[config.mk]
export PLATFORM = sky130hd
export DESIGN_NAME = mem_port_arbiter
export DESIGN_NICKNAME = d
export VERILOG_FILES = /design/src/rtl/mem_port_arbiter.sv
export SDC_FILE = /design/constraint.sdc
export NUM_CORES = 1
export LEC_CHECK = 0
export BUFFER_PORTS_ARGS = -buffer_cell sky130_fd_sc_hd__buf_2
export CORE_ASPECT_RATIO = 1.2
export CORE_MARGIN = 2
export CORE_UTILIZATION = 43
export CTS_BUF_LIST = sky130_fd_sc_hd__clkbuf_16
export DETAILED_ROUTE_END_ITERATION = 10
export GPL_TIMING_DRIVEN = 0
export HOLD_SLACK_MARGIN = 0.06
export MAX_ROUTING_LAYER = met4
export PLACE_DENSITY_LB_ADDON = 0.08
export SKIP_LAST_GASP = 1
export SLEW_MARGIN = 20
export SYNTH_ARGS = -nofsm -noshare
export SYNTH_HDL_FRONTEND = slang
export SYNTH_SLANG_ARGS = --single-unit
[constraint.sdc]
create_clock -name clk -period 4.49 [get_ports clk]
set_clock_uncertainty 0.2 [all_clocks]
set_input_delay 0.449 -clock clk [delete_from_list [all_inputs] [get_ports clk]]
set_output_delay 0.449 -clock clk [all_outputs]
set_load 0.01 [all_outputs]
[src/rtl/mem_port_arbiter.sv]
// Arbiter sharing one single-ported memory between the fetch port and the
// data port. One transaction in flight; round-robin on simultaneous requests;
// every output comes straight from a flop.
module mem_port_arbiter #(
  parameter int unsigned ADDR_W = 32,
  parameter int unsigned DATA_W = 32
) (
  input  logic                  clk,
  input  logic                  rst,
  // fetch port
  input  logic                  if_req,
  input  logic [ADDR_W-1:0]     if_addr,
  output logic [DATA_W-1:0]     if_rdata,
  output logic                  if_ready,
  // data port
  input  logic                  dm_req,
  input  logic                  dm_we,
  input  logic [DATA_W/8-1:0]   dm_be,
  input  logic [ADDR_W-1:0]     dm_addr,
  input  logic [DATA_W-1:0]     dm_wdata,
  output logic [DATA_W-1:0]     dm_rdata,
  output logic                  dm_ready,
  // memory port
  output logic                  mem_req,
  output logic                  mem_we,
  output logic [DATA_W/8-1:0]   mem_be,
  output logic [ADDR_W-1:0]     mem_addr,
  output logic [DATA_W-1:0]     mem_wdata,
  input  logic [DATA_W-1:0]     mem_rdata,
  input  logic                  mem_ack,
  // status
  output logic                  busy,
  output logic                  grant_dm
);

  localparam int unsigned BE_W = DATA_W / 8;

  typedef enum logic [1:0] {
    IDLE    = 2'd0,
    IF_XFER = 2'd1,
    DM_XFER = 2'd2
  } state_t;

  state_t              state_q, state_d;
  logic                mem_req_q, mem_req_d;
  logic                mem_we_q, mem_we_d;
  logic [BE_W-1:0]     mem_be_q, mem_be_d;
  logic [ADDR_W-1:0]   mem_addr_q, mem_addr_d;
  logic [DATA_W-1:0]   mem_wdata_q, mem_wdata_d;
  logic [DATA_W-1:0]   if_rdata_q, if_rdata_d;
  logic [DATA_W-1:0]   dm_rdata_q, dm_rdata_d;
  logic                if_ready_q, if_ready_d;
  logic                dm_ready_q, dm_ready_d;
  logic                busy_q, busy_d;
  logic                grant_dm_q, grant_dm_d;

  logic                if_elig, dm_elig, pick_dm;

  // Next-state: arbitrate in IDLE, wait for the ack in XFER
  always_comb begin
    state_d     = state_q;
    mem_req_d   = mem_req_q;
    mem_we_d    = mem_we_q;
    mem_be_d    = mem_be_q;
    mem_addr_d  = mem_addr_q;
    mem_wdata_d = mem_wdata_q;
    if_rdata_d  = if_rdata_q;
    dm_rdata_d  = dm_rdata_q;
    if_ready_d  = 1'b0;
    dm_ready_d  = 1'b0;
    busy_d      = busy_q;
    grant_dm_d  = grant_dm_q;

    // a requester still holding req in its ready cycle is a stale request
    if_elig = if_req & ~if_ready_q;
    dm_elig = dm_req & ~dm_ready_q;
    pick_dm = dm_elig & (~if_elig | ~grant_dm_q);

    unique case (state_q)
      IDLE: begin
        if (pick_dm) begin
          state_d     = DM_XFER;
          mem_req_d   = 1'b1;
          mem_we_d    = dm_we;
          mem_be_d    = dm_be;
          mem_addr_d  = dm_addr;
          mem_wdata_d = dm_wdata;
          busy_d      = 1'b1;
          grant_dm_d  = 1'b1;
        end else if (if_elig) begin
          state_d     = IF_XFER;
          mem_req_d   = 1'b1;
          mem_we_d    = 1'b0;
          mem_be_d    = {BE_W{1'b1}};
          mem_addr_d  = if_addr;
          busy_d      = 1'b1;
          grant_dm_d  = 1'b0;
        end
      end
      IF_XFER: begin
        if (mem_ack) begin
          state_d    = IDLE;
          mem_req_d  = 1'b0;
          mem_we_d   = 1'b0;
          busy_d     = 1'b0;
          if_rdata_d = mem_rdata;
          if_ready_d = 1'b1;
        end
      end
      DM_XFER: begin
        if (mem_ack) begin
          state_d    = IDLE;
          mem_req_d  = 1'b0;
          mem_we_d   = 1'b0;
          busy_d     = 1'b0;
          dm_ready_d = 1'b1;
          // stores leave the load-data register untouched
          if (!mem_we_q) dm_rdata_d = mem_rdata;
        end
      end
      default: begin
        state_d   = IDLE;
        mem_req_d = 1'b0;
        mem_we_d  = 1'b0;
        busy_d    = 1'b0;
      end
    endcase
  end

  // State and output registers; reset aborts any transfer in flight
  always_ff @(posedge clk or posedge rst) begin
    if (rst) begin
      state_q     <= IDLE;
      mem_req_q   <= 1'b0;
      mem_we_q    <= 1'b0;
      mem_be_q    <= '0;
      mem_addr_q  <= '0;
      mem_wdata_q <= '0;
      if_rdata_q  <= '0;
      dm_rdata_q  <= '0;
      if_ready_q  <= 1'b0;
      dm_ready_q  <= 1'b0;
      busy_q      <= 1'b0;
      grant_dm_q  <= 1'b0;
    end else begin
      state_q     <= state_d;
      mem_req_q   <= mem_req_d;
      mem_we_q    <= mem_we_d;
      mem_be_q    <= mem_be_d;
      mem_addr_q  <= mem_addr_d;
      mem_wdata_q <= mem_wdata_d;
      if_rdata_q  <= if_rdata_d;
      dm_rdata_q  <= dm_rdata_d;
      if_ready_q  <= if_ready_d;
      dm_ready_q  <= dm_ready_d;
      busy_q      <= busy_d;
      grant_dm_q  <= grant_dm_d;
    end
  end

  assign mem_req   = mem_req_q;
  assign mem_we    = mem_we_q;
  assign mem_be    = mem_be_q;
  assign mem_addr  = mem_addr_q;
  assign mem_wdata = mem_wdata_q;
  assign if_rdata  = if_rdata_q;
  assign dm_rdata  = dm_rdata_q;
  assign if_ready  = if_ready_q;
  assign dm_ready  = dm_ready_q;
  assign busy      = busy_q;
  assign grant_dm  = grant_dm_q;

endmodule

[Word level (Yosys, flattened, before mapping)]
Index checks and enable logic that the tools add are counted.
Word-level totals
  logic and storage cells: 51
  input port bits: 138
  output and inout bits: 138
  bits in registers: 139
Operators by class
  eq/ne operators: 4
  muxes and demuxes: 19
  reduce and logical (&&, ||, !) cells: 8
  bitwise operators: 9
Operators with widths (count)
  32-bit 2-to-1 mux: 2
  1-bit 2-to-1 mux: 9
  4-bit 2-to-1 mux: 2
  2-bit AND reduction: 4
  2-bit 2-to-1 mux: 3
  1-bit NOT: 5
  1-bit case mux with 2 select lines: 2
  2-bit case mux with 2 select lines: 1
  1-bit bitwise AND: 3
  3-bit inequality test, second input constant: 1
  3-bit AND reduction: 1
  2-bit by 1-bit == test with 1-bit output, second input constant: 1
  2-bit == test, second input constant: 1
  2-bit zero test: 1
  2-bit by 1-bit inequality test with 1-bit output, second input constant: 1
  2-bit nonzero test: 1
  2-bit OR reduction: 1
  1-bit bitwise OR: 1

[Depth between registers and ports, before layout]
  depth after elaboration: 7
  depth in mapped cells: 7
  mapped depth without buffers: 5

[Worst setup path after synthesis]
No wires, ideal clock.
  kind: register to register
  start: reg state_q[0]
  end: reg dm_rdata_q[17] (netlist: dm_rdata[17])
  path buffers: 2
  path slack: 2.689 ns
  data arrival time: 1.477 ns
  setup time: 0.125 ns
  required time: 4.165 ns
  cell stages (with the launch flop): 8
  period minus slack after synthesis: 1.801 ns
  path through: dfrtp_1 -> inv_1 -> ha_1 -> and2_1 -> nand2b_1 -> clkbuf_1 -> buf_4 -> mux2_2
Between the ends
  cells in the longest elaborated chain, start to end: 2
RTL lines
  from (decl): line 44  | state_t state_q, state_d;
  from (signal assigned): line 146  | state_q <= state_d;
  2-bit == test: line 79  | unique case (state_q)
  3-bit AND reduction (no source line)
  to (signal assigned): line 153  | dm_rdata_q <= dm_rdata_d;
  to (decl): line 51  | logic [DATA_W-1:0] dm_rdata_q, dm_rdata_d;
Every way passes these cells.
A chain may end at the register's enable or synchronous reset.

[Worst setup path in the final report]
  start: reg state_q[0]
  end: reg mem_addr_q[7] (netlist: mem_addr[7])
Between the ends
  cells in the longest elaborated chain, start to end: 2
RTL lines
  2-bit zero test: line 79
  2-bit AND reduction (no source line)
  to (signal assigned): line 150  | mem_addr_q <= mem_addr_d;
  to (decl): line 48  | logic [ADDR_W-1:0] mem_addr_q, mem_addr_d;
Every way passes these cells.

==> out/results.txt <==
FF+latch count, synth: 139
CTS Buf Count: 17
Slew Limit Fails: 0
post-synth top area cell: dfrtp_1
Crit Path Class: reg -> reg
fin util: 61.2%
per-cell routed wire length: 17.6 um
number of warnings issued by yosys: 0
first-pass GRT wire length: 26.3 mm
Gate Count Post-Synth: 444
largest net degree at the start of global routing: 83
RSZ-0062 raised after global routing: false
deepest clock path buffer count: 2
Arr. time, crit path: 2150 ps
vias per cell: 5.18
number of placed cells counting well taps: 920
Die H: 138 um
DR vias: 5,054
Synth Flop Type: dfrtp_1
Hold-fix buffers, CTS: 19
outcome: finished clean
final worst path period need: 2070 ps
Max IR drop VDD: 398 uV
Residual DRC: 0
TNS Setup: 0 ps
starting density of the core: 44.2%
worst-margin pin slew: 590 ps
commonest cells in the netlist: 139 x dfrtp_1, 70 x mux2_2, 34 x o21ai_0
Max Clk Rate: 0.482 GHz
worst path required time: 4570 ps
antenna violations before repair: 1
gr usage total: 22.0%
clk slew on worst S/H paths: 60 ps
Area Growth Syn to Fin: 38.6%
Synth top area share: 54.4%
First DRT Iteration DRCs: 220
count leader, synth: dfrtp_1
CORE AREA: 14,500 sq um
total wire length: 17.2 mm
Syn Std Cell Area: 6390 sq um
filler cell count: 1,231
Setup Fix Bufs, Post-CTS: 0
vias in the first global route: 5,225
Post-Syn Area per Cell: 14.4 sq um
endpoints failing setup: 0
Power Total: 6.42 mW
Seq/Total Area, Yosys: 54.4%
Post-synth EDFFs: 0
Root Driver: clkbuf_16
worst hold path type: in -> reg
max_cap viols: 0
row count: 48
CTS sink count: 139
Non-Filler Instances: 976
chip width: 115 um
Post-CTS Resized: 0
Initial DRT Pass Iterations: 4
CP startpoint kind: flip-flop
port bufs: 275
DPL Wire Length: 12.7 mm
Leakage: 4.30 nW
clk_lat worst skew: 400 ps
fraction of layout cells with a size suffix above 1: 59.2%
TritonCTS clock tree: built
total I/O pin count: 276
syn_nets: 585
Hold Vio Cnt, Final: 0
H-tree levels: 4
Final Cycle Share: 46.2%
Crit. End Element: flip-flop
placer congestion estimate: 0.803
GRT overflow: 0
area of the die: 15,900 sq um
Hold Slack: 77.3 ps
library cells used by synthesis: 32
relative slew slack: 60.7%
crit-path max FO: 10
top cells by area, synth: dfrtp_1 54%, mux2_2 12%, a2bb2oi_2 6.8%
Power Dens Cells: 725 nW/um^2
Synth async-reset ratio: 100%
DRT antenna net count: 0
NumNets Final: 903
## worst max-delay path, cell delays in order, from the launching register on
cell and delay (ps):
dfrtp_1 410, inv_1 110, ha_1 160, buf_2 200
inv_2 110, clkbuf_1 290, a221oi_1 380, a2bb2oi_2 90
## cells by family after synthesis
| family | Yosys count | synth area share [%] |
|---|---|---|
| buffers and inverters | 48 | 4.27 |
| muxes | 96 | 18.4 |
| AOI/OAI and AO/OA | 108 | 16.1 |
| and+or+nand+nor | 50 | 6.32 |
| adders and majority gates | 3 | 0.587 |
| DFF | 139 | 54.4 |
## sequential cells by signal, summed over array words and instances, names as in the netlist
signal and cells:
dm_rdata 32, if_rdata 32, mem_addr 32, mem_wdata 32, mem_be 4, state_q 2, busy 1, dm_ready 1
grant_dm 1, if_ready 1, mem_we 1
## path summary, 6_finish.rpt
path / from / end / slack (ps) / cells past startpoint
setup / recovery: state_q[0] / mem_addr[7] / 2420 / 7
hold / removal: dm_wdata[19] / mem_wdata[19] / 80 / 2
setup reg to reg: state_q[0] / mem_addr[7] / 2420 / 7
hold reg to reg: dm_rdata[6] / dm_rdata[6] / 300 / 1
max in group asynchronous: rst / mem_addr[0] / 2920 / 4
min in group asynchronous: rst / dm_rdata[7] / 470 / 3
## power breakdown
group	total (mW)	internal, mW	switching, mW	leakage [nW]
combinational	2.82	1.48	1.34	2.39
sequential	2.24	1.89	0.352	1.63
clock	1.36	0.818	0.544	0.280
total	6.42	4.19	2.23	4.30
## through the flow
stage	cell area, sq um	worst slack, ps
finish	8860	2420
global route	8860	2320
CTS	8820	2430
detailed placement	8060	2420
global placement	8020	-1370
floorplan	6390	116
## final cells by class
| class | instances | area, sq um | area share, % |
|---|---|---|---|
| Inverter | 6 | 30.0 | 0.339 |
| Sequential cell | 139 | 3480 | 39.2 |
| Buffer | 42 | 250 | 2.82 |
| Timing Repair Buffer | 299 | 1630 | 18.4 |
| Antenna cell | 1 | 2.50 | 0.0282 |
| Multi-Input combinational cell | 257 | 2640 | 29.8 |
| Tap cell | 200 | 250 | 2.82 |
| Clock inverter | 15 | 149 | 1.68 |
| Clock buffer | 17 | 425 | 4.80 |
## metal layers
| metal | global-route usage [%] | part of all wire, % | vias up | wire [um] |
|---|---|---|---|---|
| li1 | - | - | 2307 | - |
| met4 | 7.63 | 1.8 | 0 | 303 |
| met5 | - | 0 | - | 0 |
| met3 | 5.63 | 6.0 | 22 | 1030 |
| met2 | 35.4 | 51 | 195 | 8800 |
| met1 | 27.1 | 41 | 2530 | 7070 |
## cell usage in the layout (no fill, tap or decap), types with 4 or more instances in the layout
| cell | n |
|---|---|
| buf_6 | 8 |
| a221oi_2 | 4 |
| dlygate4sd3_1 | 23 |
| o22a_1 | 5 |
| inv_1 | 6 |
| a2bb2oi_2 | 29 |
| and3b_1 | 33 |
| clkbuf_16 | 17 |
| mux2_2 | 70 |
| buf_2 | 283 |
| o21ai_0 | 34 |
| clkbuf_1 | 20 |
| a221oi_1 | 28 |
| buf_4 | 6 |
| mux2_4 | 25 |
| nand2b_1 | 4 |
| dfrtp_1 | 139 |
(Power assumes the default switching activity.)
